===== src/rtl/tron_plot_scheduler_if.sv =====
// Pixel-port bundle between the Tron game logic (master) and the plot scheduler (slave).
// Carries the tick/clear requests and player positions in, and the adapter write port and status out.
interface tron_plot_scheduler_if;
    logic        tick;
    logic        clear_req;
    logic [14:0] p1;
    logic [14:0] p2;
    logic [14:0] p3;
    logic [14:0] p4;
    logic [3:0]  alive;
    logic [7:0]  x;
    logic [6:0]  y;
    logic [2:0]  colour;
    logic        plot;
    logic        busy;
    logic        frame_done;
    logic        oob_err;

    modport master (
        output tick, clear_req, p1, p2, p3, p4, alive,
        input  x, y, colour, plot, busy, frame_done, oob_err
    );

    modport slave (
        input  tick, clear_req, p1, p2, p3, p4, alive,
        output x, y, colour, plot, busy, frame_done, oob_err
    );
endinterface


===== src/rtl/tron_plot_scheduler.sv =====
// Tick-driven scheduler for the single VGA adapter write port: plots four player heads per
// game tick in fixed order, or sweeps the whole screen to the background colour on request.
module tron_plot_scheduler #(
    parameter int         WIDTH          = 160,
    parameter int         HEIGHT         = 120,
    parameter logic [2:0] BG_COLOUR      = 3'b000,
    parameter bit         CLEAR_ON_RESET = 1'b1
) (
    input logic                   CLOCK_50,
    input logic                   resetn,
    tron_plot_scheduler_if.slave  bus
);

    typedef enum logic [1:0] {
        ST_IDLE  = 2'd0,
        ST_CLEAR = 2'd1,
        ST_DRAW  = 2'd2,
        ST_DONE  = 2'd3
    } state_t;

    localparam logic [7:0] X_LAST = 8'(WIDTH - 1);
    localparam logic [6:0] Y_LAST = 7'(HEIGHT - 1);

    function automatic logic [2:0] player_colour(input logic [1:0] idx);
        logic [2:0] c;
        case (idx)
            2'd0:    c = 3'b001;
            2'd1:    c = 3'b010;
            2'd2:    c = 3'b100;
            2'd3:    c = 3'b110;
            default: c = 3'b000;
        endcase
        return c;
    endfunction

    state_t      state_r, state_s;
    logic [7:0]  cx_r, cx_s;
    logic [6:0]  cy_r, cy_s;
    logic [1:0]  idx_r, idx_s;
    logic        pend_tick_r, pend_tick_s;
    logic        pend_clr_r, pend_clr_s;
    logic [14:0] snap_r [4];
    logic [3:0]  snap_alive_r;
    logic        snap_en_s;

    logic [7:0]  x_r, x_s;
    logic [6:0]  y_r, y_s;
    logic [2:0]  colour_r, colour_s;
    logic        plot_r, plot_s;
    logic        busy_r, busy_s;
    logic        frame_done_r, frame_done_s;
    logic        oob_err_r, oob_s;

    logic [14:0] cur_pos_s;
    logic [7:0]  cur_x_s;
    logic [6:0]  cur_y_s;
    logic        in_range_s;

    // Current draw slot decoded from the frozen snapshot
    always_comb begin
        cur_pos_s  = snap_r[idx_r];
        cur_x_s    = cur_pos_s[14:7];
        cur_y_s    = cur_pos_s[6:0];
        in_range_s = ({1'b0, cur_x_s} < 9'(WIDTH)) && ({1'b0, cur_y_s} < 8'(HEIGHT));
    end

    // Next-state, pending-request and pixel-output decode
    always_comb begin
        state_s      = state_r;
        cx_s         = cx_r;
        cy_s         = cy_r;
        idx_s        = idx_r;
        pend_tick_s  = pend_tick_r;
        pend_clr_s   = pend_clr_r;
        snap_en_s    = 1'b0;
        x_s          = x_r;
        y_s          = y_r;
        colour_s     = colour_r;
        plot_s       = 1'b0;
        busy_s       = 1'b0;
        frame_done_s = 1'b0;
        oob_s        = 1'b0;
        case (state_r)
            ST_IDLE: begin
                if (bus.clear_req || pend_clr_r) begin
                    state_s    = ST_CLEAR;
                    cx_s       = 8'd0;
                    cy_s       = 7'd0;
                    pend_clr_s = 1'b0;
                    // a tick losing to the clear is remembered for after the sweep
                    pend_tick_s = pend_tick_r | bus.tick;
                end else if (bus.tick || pend_tick_r) begin
                    state_s     = ST_DRAW;
                    idx_s       = 2'd0;
                    snap_en_s   = 1'b1;
                    pend_tick_s = 1'b0;
                end else begin
                    state_s = ST_IDLE;
                end
            end
            ST_CLEAR: begin
                x_s         = cx_r;
                y_s         = cy_r;
                colour_s    = BG_COLOUR;
                plot_s      = 1'b1;
                busy_s      = 1'b1;
                pend_tick_s = pend_tick_r | bus.tick;
                if (cx_r == X_LAST) begin
                    cx_s = 8'd0;
                    if (cy_r == Y_LAST) begin
                        state_s = ST_DONE;
                    end else begin
                        cy_s = cy_r + 7'd1;
                    end
                end else begin
                    cx_s = cx_r + 8'd1;
                end
            end
            ST_DRAW: begin
                x_s         = cur_x_s;
                y_s         = cur_y_s;
                colour_s    = player_colour(idx_r);
                plot_s      = snap_alive_r[idx_r] & in_range_s;
                oob_s       = snap_alive_r[idx_r] & ~in_range_s;
                busy_s      = 1'b1;
                pend_tick_s = pend_tick_r | bus.tick;
                pend_clr_s  = pend_clr_r | bus.clear_req;
                if (idx_r == 2'd3) begin
                    state_s = ST_DONE;
                end else begin
                    idx_s = idx_r + 2'd1;
                end
            end
            ST_DONE: begin
                frame_done_s = 1'b1;
                pend_tick_s  = pend_tick_r | bus.tick;
                pend_clr_s   = pend_clr_r | bus.clear_req;
                state_s      = ST_IDLE;
            end
            default: begin
                state_s = ST_IDLE;
            end
        endcase
    end

    // State, counters, pending flags and player snapshot
    always_ff @(posedge CLOCK_50 or negedge resetn) begin
        if (!resetn) begin
            state_r      <= CLEAR_ON_RESET ? ST_CLEAR : ST_IDLE;
            cx_r         <= 8'd0;
            cy_r         <= 7'd0;
            idx_r        <= 2'd0;
            pend_tick_r  <= 1'b0;
            pend_clr_r   <= 1'b0;
            snap_alive_r <= 4'd0;
            for (int i = 0; i < 4; i++) begin
                snap_r[i] <= 15'd0;
            end
        end else begin
            state_r     <= state_s;
            cx_r        <= cx_s;
            cy_r        <= cy_s;
            idx_r       <= idx_s;
            pend_tick_r <= pend_tick_s;
            pend_clr_r  <= pend_clr_s;
            if (snap_en_s) begin
                snap_r[0]    <= bus.p1;
                snap_r[1]    <= bus.p2;
                snap_r[2]    <= bus.p3;
                snap_r[3]    <= bus.p4;
                snap_alive_r <= bus.alive;
            end
        end
    end

    // Registered adapter port and status outputs
    always_ff @(posedge CLOCK_50 or negedge resetn) begin
        if (!resetn) begin
            x_r          <= 8'd0;
            y_r          <= 7'd0;
            colour_r     <= 3'd0;
            plot_r       <= 1'b0;
            busy_r       <= CLEAR_ON_RESET;
            frame_done_r <= 1'b0;
            oob_err_r    <= 1'b0;
        end else begin
            x_r          <= x_s;
            y_r          <= y_s;
            colour_r     <= colour_s;
            plot_r       <= plot_s;
            busy_r       <= busy_s;
            frame_done_r <= frame_done_s;
            oob_err_r    <= oob_err_r | oob_s;
        end
    end

    assign bus.x          = x_r;
    assign bus.y          = y_r;
    assign bus.colour     = colour_r;
    assign bus.plot       = plot_r;
    assign bus.busy       = busy_r;
    assign bus.frame_done = frame_done_r;
    assign bus.oob_err    = oob_err_r;

endmodule


===== src/flat_wrapper.sv =====
// flat-port wrapper written by rule: the top's interface ports become plain ports
module tron_plot_scheduler_flat 
#(
    parameter int         WIDTH          = 160,
    parameter int         HEIGHT         = 120,
    parameter logic [2:0] BG_COLOUR      = 3'b000,
    parameter bit         CLEAR_ON_RESET = 1'b1
)
  (CLOCK_50, resetn, bus_tick, bus_clear_req, bus_p1, bus_p2, bus_p3, bus_p4, bus_alive, bus_x, bus_y, bus_colour, bus_plot, bus_busy, bus_frame_done, bus_oob_err);
  tron_plot_scheduler_if bus_i ();
  input logic CLOCK_50;
  input logic resetn;
  input wire logic [$bits(bus_i.tick)-1:0] bus_tick;
  input wire logic [$bits(bus_i.clear_req)-1:0] bus_clear_req;
  input wire logic [$bits(bus_i.p1)-1:0] bus_p1;
  input wire logic [$bits(bus_i.p2)-1:0] bus_p2;
  input wire logic [$bits(bus_i.p3)-1:0] bus_p3;
  input wire logic [$bits(bus_i.p4)-1:0] bus_p4;
  input wire logic [$bits(bus_i.alive)-1:0] bus_alive;
  output wire logic [$bits(bus_i.x)-1:0] bus_x;
  output wire logic [$bits(bus_i.y)-1:0] bus_y;
  output wire logic [$bits(bus_i.colour)-1:0] bus_colour;
  output wire logic [$bits(bus_i.plot)-1:0] bus_plot;
  output wire logic [$bits(bus_i.busy)-1:0] bus_busy;
  output wire logic [$bits(bus_i.frame_done)-1:0] bus_frame_done;
  output wire logic [$bits(bus_i.oob_err)-1:0] bus_oob_err;
  assign bus_i.tick = bus_tick;
  assign bus_i.clear_req = bus_clear_req;
  assign bus_i.p1 = bus_p1;
  assign bus_i.p2 = bus_p2;
  assign bus_i.p3 = bus_p3;
  assign bus_i.p4 = bus_p4;
  assign bus_i.alive = bus_alive;
  assign bus_x = bus_i.x;
  assign bus_y = bus_i.y;
  assign bus_colour = bus_i.colour;
  assign bus_plot = bus_i.plot;
  assign bus_busy = bus_i.busy;
  assign bus_frame_done = bus_i.frame_done;
  assign bus_oob_err = bus_i.oob_err;
  tron_plot_scheduler #(.WIDTH(WIDTH), .HEIGHT(HEIGHT), .BG_COLOUR(BG_COLOUR), .CLEAR_ON_RESET(CLEAR_ON_RESET)) u_core (.CLOCK_50(CLOCK_50), .resetn(resetn), .bus(bus_i));
endmodule

===== config.mk =====
export PLATFORM = sky130hd
export DESIGN_NAME = tron_plot_scheduler_flat
export DESIGN_NICKNAME = d
export VERILOG_FILES = /design/src/rtl/tron_plot_scheduler_if.sv /design/src/rtl/tron_plot_scheduler.sv /design/src/flat_wrapper.sv
export SDC_FILE = /design/constraint.sdc
export NUM_CORES = 1
export LEC_CHECK = 0
export ABC_AREA = 0
export CORE_AREA = 4 4 99 101
export DETAILED_ROUTE_END_ITERATION = 16
export DIE_AREA = 0 0 103 105
export PLACE_DENSITY = 0.85
export SYNTH_ARGS = -nofsm -noshare
export SYNTH_HDL_FRONTEND = slang
export SYNTH_SLANG_ARGS = --single-unit

===== constraint.sdc =====
create_clock -name CLOCK_50 -period 2.75 [get_ports CLOCK_50]
set_input_delay 0.6875 -clock CLOCK_50 [delete_from_list [all_inputs] [get_ports CLOCK_50]]
set_output_delay 0.6875 -clock CLOCK_50 [all_outputs]
set_load 0.01 [all_outputs]

==> summary.txt <==
Placed design
  – Pre-CTS WS: 0.255 ns
  – Port Buffers: 89
  – RD Place Congestion: 0.813
  – Post-DP HPWL: 8070 microns

Pwr
  – VDD IR max: 0.478 mV
  – PD cells: 1030 nW/um^2
  – Leakage: 0.00293 uW

Route
  – Routed WL: 11,300 microns
  – Iteration-0 DRC Markers: 239
  – DR vias: 3,965
  – Routed vias/inst: 5.54
  – First drt pass iteration count: 5
  – Antenna-violating nets left: 0
  – Drt wl/cell: 15.8 microns
  – DRC violations left: 0

Logic synthesis
  – Synth Register Bits: 107
  – Post-synth EDFFs: 0
  – Mapped cell area: 5010 sq um
  – Cell taking the most area after synthesis: dfrtp_1
  – Most frequent cell after synthesis: nand2_1
  – Synth Area in Compound Gates: 7.40%
  – Synth Area in XOR/XNOR: 0.700%
  – Largest family of logic cells by synthesized area: simple AND/OR/NAND/NOR gates
  – Syn_area_per_cell: 9.76 sq um
  – Top post-synthesis cells by area: dfrtp_1 (52%), nand2_1 (15%), mux4_2 (6.7%)
  – Sequential element share of the synthesized area: 53.5%
  – Post-synth top area share: 52.5%
  – Post-synth top cells: nand2_1 (203), dfrtp_1 (105), nor2_1 (27), mux2i_1 (22), a21oi_1 (21)
  – Post-synth cell types: 43
  – Synth Area in Simple Gates: 21.0%
  – Synth Warn #: 0
  – Proportion of synthesized area in mux cells: 11.4%
  – Adder-cell share of the synthesized area: 2.75%
  – Syn_nets: 592
  – Asr flop ratio synth: 100%
  – Post-synth top flop: dfrtp_1
  – Gate Count Post-Synth: 513

Global route
  – First-pass GRT wire length: 18,900 microns
  – Vias in the first global route: 3,977
  – GRT Overall Usage: 22.0%
  – Largest net degree at the start of global routing: 65
  – Initial antenna violation count: 0
  – Total grt overflow: 0

Floorplan
  – Core ar.: 9020 sq um
  – Die height: 105 microns
  – Initial Utilization: 55.5%
  – Std cell rows: 35
  – Die Footprint: 10,800 sq um
  – Top Ports: 90
  – Chip width: 103 microns

Clock network
  – Worst skew pair latency: 0.37 ns
  – Maximum clock path buffer count: 2
  – Clock slew at reported path FFs: 0.10 ns
  – Htree depth: 3
  – CTS Hold Bufs: 0
  – Num CTS Buffers: 9
  – Clk sinks: 107
  – CTS Root Cell: clkbuf_8
  – Setup Buffers After CTS: 0
  – Post-CTS Resized: 0
  – CTS tree: done

Timing
  – Setup TNS Final: 0 ns
  – Fin crit share: 80.8%
  – FMAX: 0.450 GHz
  – Final setup margin: 0.527 ns
  – Slew Viols, Final: 0
  – Clock period minus final worst setup slack: 2.22 ns
  – Slew Limit Headroom: 48.5%
  – Setup violations, final: 0
  – Final-report hold violation count: 0
  – Final clock skew: 0.0129 ns
  – Hold slack: 0.312 ns
  – Slew @ Worst Pin: 0.772 ns
  – RSZ-0062 raised after global routing: no

Worst setup path
  – Slowest CP cell: or3b_1
  – Crit end category: flop
  – CP max stage delay: 0.47 ns
  – Critical Path AT: 2.48 ns
  – Worst reg2reg path startpoint: u_core.state_r[1]$_DFFE_PN0P_
  – Worst endpoint required time: 3.01 ns
  – Worst setup path startpoint: u_core.state_r[1]$_DFFE_PN0P_
  – Crit path launch type: flop
  – CP Class: flop to flop
  – CP Max Fanout: 8
  – Critical path, cell by cell: inv_1 > ha_1 > or3b_1 > o21ai_2 > nor2_1 > mux2_2 > a22o_1

Cells and area
  – Layout cells sized above 1: 9.59%
  – Area of the multi-input gates: 2180 sq um
  – Final-stage net count: 679
  – # fillers: 657
  – Diode count: 0
  – Final Util: 69.1%
  – Sequential Area: 2680 sq um
  – Area Overhead vs Synth: 24.5%

Hold path
  – HP Class: input pin to asynchronous set/reset pin

Outcome
  – Status: finished clean

Job
  – Max cap viols: 0
per-layer routing:
| layer | global-route usage, % | share of wire [%] |
|---|---|---|
| met3 | 3.27 | 6.1 |
| met1 | 31.8 | 43 |
| met5 | 0 | 0 |
| met2 | 33.8 | 48 |
| met4 | 8.23 | 2.3 |
flip-flops by register name, summed over array words and instances (netlist names):
name	count
u_core.bus.colour	3
u_core.bus.busy	1
u_core.bus.y	7
u_core.pend_tick_r	1
u_core.bus.plot	1
u_core.bus.oob_err	1
u_core.state_r	2
u_core.cy_r	7
u_core.snap_alive_r	4
u_core.bus.x	8
u_core.cx_r	8
u_core.snap_r	60
u_core.bus.frame_done	1
u_core.pend_clr_r	1
u_core.idx_r	2
cell usage in the layout (no fill, tap or decap), types with 3 or more instances in the layout:
cell type,n
dfrtp_1,105
buf_4,13
nor2_1,26
clkbuf_8,10
clkinvlp_4,4
nor3_1,4
ha_1,11
a22o_1,6
inv_1,9
mux2i_1,22
nand4_1,3
nand2_1,203
mux4_2,15
a21oi_1,21
nand3_1,11
o211ai_1,3
clkdlybuf4s50_1,88
o21ai_0,10
power breakdown:
part,internal [uW],switching [uW]
Clock,356,536
Combinational,1340,1550
Sequential,2240,407
Total,3930,2490
metrics by stage:
stage	power, uW	cells	cell area (sq um)
after floorplan	4520	513	5010
after global placement	5410	700	6060
after detailed placement	5540	700	6060
after CTS	6440	716	6240
after global routing	6900	716	6240
final	6420	716	6240
path summary, 6_finish.rpt:
path | slack, ns | depth (start not counted) | end
min reg2reg | 0.48 | 2 | u_core.snap_r[21]$_DFFE_PN0P_
max in group asynchronous | 1.73 | 2 | u_core.bus.x[7]$_DFFE_PN0P_
min in group CLOCK_50 | 0.48 | 2 | u_core.snap_r[21]$_DFFE_PN0P_
min | 0.31 | 1 | u_core.bus.colour[2]$_DFFE_PN0P_
max reg2reg | 0.53 | 7 | u_core.cx_r[2]$_DFFE_PN0P_
max | 0.53 | 7 | u_core.cx_r[2]$_DFFE_PN0P_
logic make-up (layout without fill, tap and decap cells):
group	count (synthesis)	count (layout)
mux	38	38
compound gates	56	56
simple gates	261	261
buf+inv	36	128
xor+xnor	4	4
flops	107	107
fa+ha+maj	11	11
critical path, delay by kind of cell (launching register included):
| family | cells | cell delay, ns |
|---|---|---|
| and+or+nand+nor | 2 | 0.57 |
| muxes | 1 | 0.28 |
| adders and majority gates | 1 | 0.31 |
| buffers and inverters | 1 | 0.14 |
| DFF | 1 | 0.41 |
| AOI/OAI and AO/OA | 2 | 0.39 |
layout make-up:
| cell class | count | area share, % |
|---|---|---|
| Sequential cell | 107 | 43.0 |
| Multi-Input combinational cell | 370 | 35.0 |
| Timing Repair Buffer | 103 | 16.3 |
| Clock buffer | 11 | 2.27 |
| Tap cell | 111 | 2.23 |
| Clock inverter | 5 | 0.622 |
| Inverter | 9 | 0.542 |
No activity file was read; power rests on OpenSTA's default activity.
==> variant: new RTL, same flow settings <==
Re-encode `state_t` (4 states) as one-hot, 4 bits wide.
--- a/src/rtl/tron_plot_scheduler.sv
+++ b/src/rtl/tron_plot_scheduler.sv
@@ -13,7 +13,7 @@
 
-    typedef enum logic [1:0] {
-        ST_IDLE  = 2'd0,
-        ST_CLEAR = 2'd1,
-        ST_DRAW  = 2'd2,
-        ST_DONE  = 2'd3
+    typedef enum logic [3:0] {
+        ST_IDLE  = 4'b0001,
+        ST_CLEAR = 4'b0010,
+        ST_DRAW  = 4'b0100,
+        ST_DONE  = 4'b1000
     } state_t;
Formal check against the unedited RTL: same outputs for any inputs over 10 cycles, from zero or initial values and one cycle with resetn low; not proved beyond that.
==> variant against the unedited design <==
Non-clock buffer count decreased by 5; total power is 7.9% lower; wire length shrank 6.6%; clock power rose by 13%; final cell count shrank 22%; synthesized area down 3.2%; first-iteration DRC count down 15%; final area decreased by 2.5%; sequential cell count grew 2; clock skew shrank 0.0028 ns; setup slack got worse by 0.14 ns; via count shrank 16%; critical endpoint is now u_core.snap_r[25].
==> variant: results (changes against the unedited design) <==
Run status
  • Run status: completed

Drt
  • WL per Instance: 18.87 microns (+19%)
  • Via-per-instance ratio: 5.948 (+7.4%)

Global route
  • GRT Util Overall: 20.52% (-1.5 points)
  • First-pass GRT wire length: 17.25 mm (-8.7%)
  • Via count of the first global-routing pass: 3373 (-15%)

Placed design
  • Pre-CTS worst setup slack: 0.3347 ns (+0.08010 ns)
  • Post-placement cell area: 0.005867 sq mm (-3.1%)
  • Placer's final routability congestion estimate: 0.9097 (+12%)
  • Total instance count after detailed placement: 544 (-22%)
  • DP Wirelength: 7.451 mm (-7.6%)

Synthesis
  • Complex-gate fraction of the synthesized area: 8.082% (+0.69 points)
  • Post-synthesis mux area share: 22.72% (+11 points)
  • Area share of fa/ha/maj cells after synthesis: 1.549% (-1.2 points)
  • Average footprint of a synthesized cell: 13.65 sq um (+40%)
  • Portion of the post-synthesis area used by sequential elements: 56.34% (+2.8 points)
  • Main combinational cell family by area after synthesis: multiplexers
  • Post-synth top cells: sky130_fd_sc_hd__dfrtp_1 (107), sky130_fd_sc_hd__mux2_1 (39), sky130_fd_sc_hd__mux2_2 (27)

Setup path
  • Endpoint of the worst register-to-register path: u_core.snap_r[25]
  • Number of cells on the worst reg-to-reg path: 4 (-3)
  • Largest stage delay, worst path: 0.67 ns (+0.20 ns)
  • Startpoint of the worst-slack reg-to-reg timing path: u_core.state_r[3]

Timing
  • Fin Clk Skew: 0.01009 ns (-0.002797 ns)
  • WHS: 0.2397 ns (-0.07183 ns)
  • Least-Margin Pin Slew: 0.8644 ns (+0.09210 ns)

Pwr
  • Worst vdd rail ir drop: 0.0004953 V (+3.7%)
  • Leakage Power: 2.636 nW (-9.9%)

Layout
  • # nets final: 518 (-24%)
## variant: cells by family (layout without fill, tap and decap cells)
logic type | after synthesis | after routing
flops | 109 | 109
buf+inv | 41 | 135
mux | 83 | 83
fa+ha+maj | 6 | 6
compound gates | 54 | 54
simple gates | 59 | 59
xor+xnor | 3 | 3
## variant: per-layer routing
metal / GRT usage (%) / share of wire [%] / vias to the layer above
met5: 0 / 0 / -
met4: 6.475 / 1.7 / 0
met3: 3.471 / 7.8 / 20
met2: 31.12 / 49 / 142
met1: 30.24 / 42 / 1677
li1: - / - / 1492
## variant: where the power goes
part | switching [mW] | total, mW | leakage [nW] | internal (mW)
sequential | 0.430 | 2.69 | 1.36 | 2.26
clock | 0.534 | 1.01 | 0.102 | 0.471
combinational | 0.972 | 2.22 | 1.17 | 1.24
total | 1.94 | 5.92 | 2.64 | 3.98
## variant: how the worst max path moves through the flow
stage                      startpoint  slack (ns)                 to  depth (start not counted)
detailed placement      bus_clear_req        0.33    u_core.idx_r[0]                          5
floorplan           u_core.state_r[3]        0.66  u_core.snap_r[15]                          6
finish              u_core.state_r[3]        0.39  u_core.snap_r[25]                          4
global route        u_core.state_r[3]        0.30  u_core.snap_r[25]                          4
CTS                 u_core.state_r[3]        0.40    u_core.idx_r[0]                          5
global placement        bus_clear_req        0.37    u_core.idx_r[0]                          5
## variant: area by class of cell
class                      count  area (sq um)
clock buffer                  11         151.4
inverter                      21         78.83
fill                         669          2944
tap                          111         138.9
timing repair buffer          98         980.9
multi-input combinational    205          1938
clock inverter                 5         58.81
sequential                   109          2730
